File: src/rtl/sn74hc595_rx.sv
// Receiver for a WIDTH-bit SN74HC595 chain: oversamples SER/SRCLK/RCLK in the clk domain,
// rebuilds the storage register and flags frames whose length differs from WIDTH.
module sn74hc595_rx #(
  parameter int WIDTH       = 16,
  parameter int SYNC_STAGES = 2
) (
  input  logic             clk,
  input  logic             rst,
  input  logic             sr_data,
  input  logic             sr_clk,
  input  logic             sr_latch,
  output logic [WIDTH-1:0] q,
  output logic             q_valid,
  output logic             frame_err,
  output logic             qh_out,
  output logic [7:0]       bit_count
);

  localparam logic [7:0] WIDTH_COUNT = 8'(WIDTH);

  logic [SYNC_STAGES-1:0] data_sync, clk_sync, latch_sync, fill;
  logic                   data_s, clk_s, latch_s, filled;
  logic                   clk_prev, clk_arm, latch_prev, latch_arm;
  logic                   shift_ev, latch_ev;
  logic [WIDTH-1:0]       shift_reg;

  // NOTE: every flop here is cleared by rst, including the data registers, so a partial
  // frame never survives a reset.
  always_ff @(posedge clk or posedge rst) begin
    if (rst) begin
      data_sync  <= '0;
      clk_sync   <= '0;
      latch_sync <= '0;
      fill       <= '0;
    end else begin
      data_sync  <= {data_sync[SYNC_STAGES-2:0], sr_data};
      clk_sync   <= {clk_sync[SYNC_STAGES-2:0], sr_clk};
      latch_sync <= {latch_sync[SYNC_STAGES-2:0], sr_latch};
      fill       <= {fill[SYNC_STAGES-2:0], 1'b1};
    end
  end

  assign data_s  = data_sync[SYNC_STAGES-1];
  assign clk_s   = clk_sync[SYNC_STAGES-1];
  assign latch_s = latch_sync[SYNC_STAGES-1];
  // The reset zeros in the synchronizers are not real line samples; arming waits until
  // they have been flushed, so a line held high through reset cannot look like an edge.
  assign filled  = fill[SYNC_STAGES-1];

  assign shift_ev = clk_arm & ~clk_prev & clk_s;
  assign latch_ev = latch_arm & ~latch_prev & latch_s;

  // NOTE: sequential state uses non-blocking assignments so every register sees the
  // pre-edge values of the others (the latch captures the pre-shift shift_reg).
  always_ff @(posedge clk or posedge rst) begin
    if (rst) begin
      clk_prev   <= 1'b0;
      clk_arm    <= 1'b0;
      latch_prev <= 1'b0;
      latch_arm  <= 1'b0;
    end else begin
      clk_prev   <= clk_s;
      latch_prev <= latch_s;
      clk_arm    <= clk_arm | (filled & ~clk_s);
      latch_arm  <= latch_arm | (filled & ~latch_s);
    end
  end

  always_ff @(posedge clk or posedge rst) begin
    if (rst) begin
      shift_reg <= '0;
      q         <= '0;
      q_valid   <= 1'b0;
      frame_err <= 1'b0;
      bit_count <= '0;
    end else begin
      q_valid <= latch_ev;
      if (shift_ev) shift_reg <= {shift_reg[WIDTH-2:0], data_s};
      if (latch_ev) begin
        q         <= shift_reg;
        frame_err <= (bit_count != WIDTH_COUNT);
        bit_count <= shift_ev ? 8'd1 : 8'd0;
      end else if (shift_ev && bit_count != 8'hFF) begin
        bit_count <= bit_count + 8'd1;
      end
    end
  end

  assign qh_out = shift_reg[WIDTH-1];

endmodule

File: config.mk
export PLATFORM = sky130hd
export DESIGN_NAME = sn74hc595_rx
export DESIGN_NICKNAME = d
export VERILOG_FILES = /design/src/rtl/sn74hc595_rx.sv
export SDC_FILE = /design/constraint.sdc
export NUM_CORES = 1
export LEC_CHECK = 0
export CELL_PAD_IN_SITES_DETAIL_PLACEMENT = 0
export CELL_PAD_IN_SITES_GLOBAL_PLACEMENT = 1
export CORE_MARGIN = 2
export CORE_UTILIZATION = 40
export CTS_BUF_LIST = sky130_fd_sc_hd__clkbuf_2 sky130_fd_sc_hd__clkbuf_4 sky130_fd_sc_hd__clkbuf_8
export DETAILED_ROUTE_END_ITERATION = 8
export PLACE_DENSITY_LB_ADDON = 0.1
export SYNTH_ARGS = -nofsm -noshare
export SYNTH_HDL_FRONTEND = slang
export SYNTH_SLANG_ARGS = --single-unit
export TNS_END_PERCENT = 1
File: constraint.sdc
create_clock -name clk -period 1.6 [get_ports clk]
set_input_delay 0.16 -clock clk [delete_from_list [all_inputs] [get_ports clk]]
set_output_delay 0.16 -clock clk [all_outputs]
set_load 0.02 [all_outputs]
==> flow_summary.yaml <==
run_status:
  outcome: "completed"
setup_path:
  r2r-start: "bit_count[1]"
  critPathTopFamily: "buffers and inverters"
  crit_path_max_incr_delay_ps: 630
  cp_max_fo: 6
  rr_endpoint: "bit_count[5]"
  critPathBufInv: 1
  arrival_ps: 1360
  critPathSlowestCell: "clkdlybuf4s50_1"
  critical_path.endpoint: "bit_count[6]"
  worstSetupStartpoint: "bit_count[6]"
  rr_worst_depth: 4
  crit_path_end_kind: "output pin"
  path_cells: "clkdlybuf4s50_1"
  critical_path_class: "flop to output pin"
  r2r_slack_ps: 130
  start_kind: "flop"
  worst-path-stages: 1
  worst-endpoint-required_ps: 1440
placed_design:
  dp.cells: 280
  place_area_um2: 2560
  portBuffers: 31
  dp_hpwl_mm: 2.48
  place.gp.congestion: 0.799
sta:
  finalSetupViolCount: 0
  maxSlewViolCount: 0
  timing.final.crit_share: 0.948
  totalNegativeSetupSlack_ps: 0
  rsz0062_at_grt: "false"
  finalCriticalPeriod_ps: 1520
  skew_ps: 3.56
  fmax_mhz: 659
  hold_violations: 0
clock_tree:
  ctsHtreeMaxLevel: 2
  cts_setup_buffers: 0
  clock-sinks: 54
  cts_tree: "yes"
  cts_hold_buf: 0
  cts_buffers: 5
  clk_path_buf_depth: 2
  clkTransAtPathRegs_ps: 90
  clock-root-buffer: "clkbuf_8"
  clock_latency_ps: 290
detailed_routing:
  drc: 0
  dr.pass1.iters: 4
  wl_mm: 3.94
  viasPerCell: 4.93
  drtAntennaViolNets: 0
  drtIter0Drc: 100
  wl_per_cell_um: 13.7
  vias: 1421
grt:
  grt_start_max_net_pins: 55
  grt_overflow: 0
  grt_pass1_wl_mm: 6.89
  grt_pass1_vias: 1445
  antenna_found_initial: 0
  grt_use_total: 0.143
pwr:
  power_density_nw_per_um2: 1210
  irDropWorstVdd_mv: 0.667
  p_leak_nw: 1.35
  power_mw: 3.26
hold_path:
  hp-class: "input pin to asynchronous set/reset pin"
floorplanning:
  start_util: 0.419
  fp.dieH_um: 77.6
  dieArea_um2: 6030
  row_count: 26
  ios: 32
  die_width_um: 77.6
  coreArea_um2: 5170
synthesis:
  synth.most_common_cell: "dfrtp_1"
  ys_seq_area_frac: 0.623
  synth_area_leader_cell: "dfrtp_1"
  synth_area_leaders: "dfrtp_1 (62%), nand2_1 (9.2%), mux2_2 (8.3%), inv_1 (1.2%), buf_2 (1.2%)"
  synth_top_family_by_area: "simple AND/OR/NAND/NOR gates"
  ys.flop_type: "dfrtp_1"
  synthCells: 183
  synth_top_cell_area_share: 0.623
  syn_area_per_cell_um2: 11.9
  synth_compound_area_frac: 0.0686
  synth-edff-count: 0
  synth_common_cells: "dfrtp_1 (54), nand2_1 (53), mux2_2 (16)"
  syn_nets: 190
  synth_mux_area_frac: 0.0923
  netlist_area_um2: 2170
  ys_seq_elements: 54
  async_flop_share: 1.00
  yosys.area_share.simple: 0.167
  yosysWarnings: 0
  synth-xor-area-share: 0
  synth-adder-area-share: 0.0115
  synth_cell_types: 37
cells_and_area:
  drive_gt1_frac: 0.179
  utilization: 0.520
  fin_area_um2: 2690
  antennaDiodeCount: 0
  fin_nets: 224
  fin_cells: 288
  area_growth_pct: 24.0
run:
  cap_violations: 0
## worst reg2reg max path: cells and delay by family (launching register included)
family | cells | cell delay (ps)
flops | 1 | 480
compound gates | 2 | 340
simple gates | 1 | 290
fa+ha+maj | 1 | 280
## what timing repair did
| item | in CTS | in global routing |
|---|---|---|
| cloned | 0 | 0 |
| endpoints found under the setup margin | 5 | 7 |
| gates resized for setup | 5 | 6 |
## power by group
part           internal [mW]  switching, mW
logic                  0.325          0.334
registers               1.55          0.130
clock network          0.503          0.417
## worst min-delay path by stage
stage                     depth (start not counted)             to  slack (ps)          start
after floorplan                                   0    clk_sync[0]         190         sr_clk
after global placement                            0  latch_sync[1]         330  latch_sync[0]
after detailed placement                          0  latch_sync[1]         330  latch_sync[0]
after CTS                                         3     latch_prev         220            rst
after global routing                              3     latch_prev         240            rst
final                                             3   bit_count[2]         220            rst
## kinds of logic after synthesis
group	after synthesis
compound gates	18
fa+ha+maj	2
buf+inv	15
flops	54
mux	18
other cells	1
simple gates	75
## cell usage in the layout (no fill, tap or decap), types with 3 or more instances in the layout
master	n
nand2_1	53
dlymetal6s2s_1	4
a31oi_1	3
dlygate4sd2_1	3
a21o_1	3
clkdlybuf4s50_1	24
buf_4	3
inv_1	6
a211oi_1	3
and2_1	3
mux2_2	16
dfrtp_1	52
clkbuf_8	5
## layout make-up
cell class,instances,area [um^2]
Clock buffer,7,83.8
Clock inverter,1,30.0
Fill cell,473,2480
Inverter,7,26.3
Multi-Input combinational cell,114,751
Sequential cell,54,1350
Tap cell,70,87.6
Timing Repair Buffer,35,359
## through the flow
stage / hold WS (ps) / setup WS (ps)
floorplan: 191 / 104
global placement: 333 / 183
detailed placement: 335 / 124
CTS: 224 / 11.0
global route: 244 / 20.1
finish: 224 / 82.9
## layer usage
layer,GRT usage,wire length [um]
met1,0.197,1900
met2,0.223,1880
met3,0.0360,124
met4,0.0429,40
met5,0,0
Note: power is estimated with default switching activity, not from simulation.
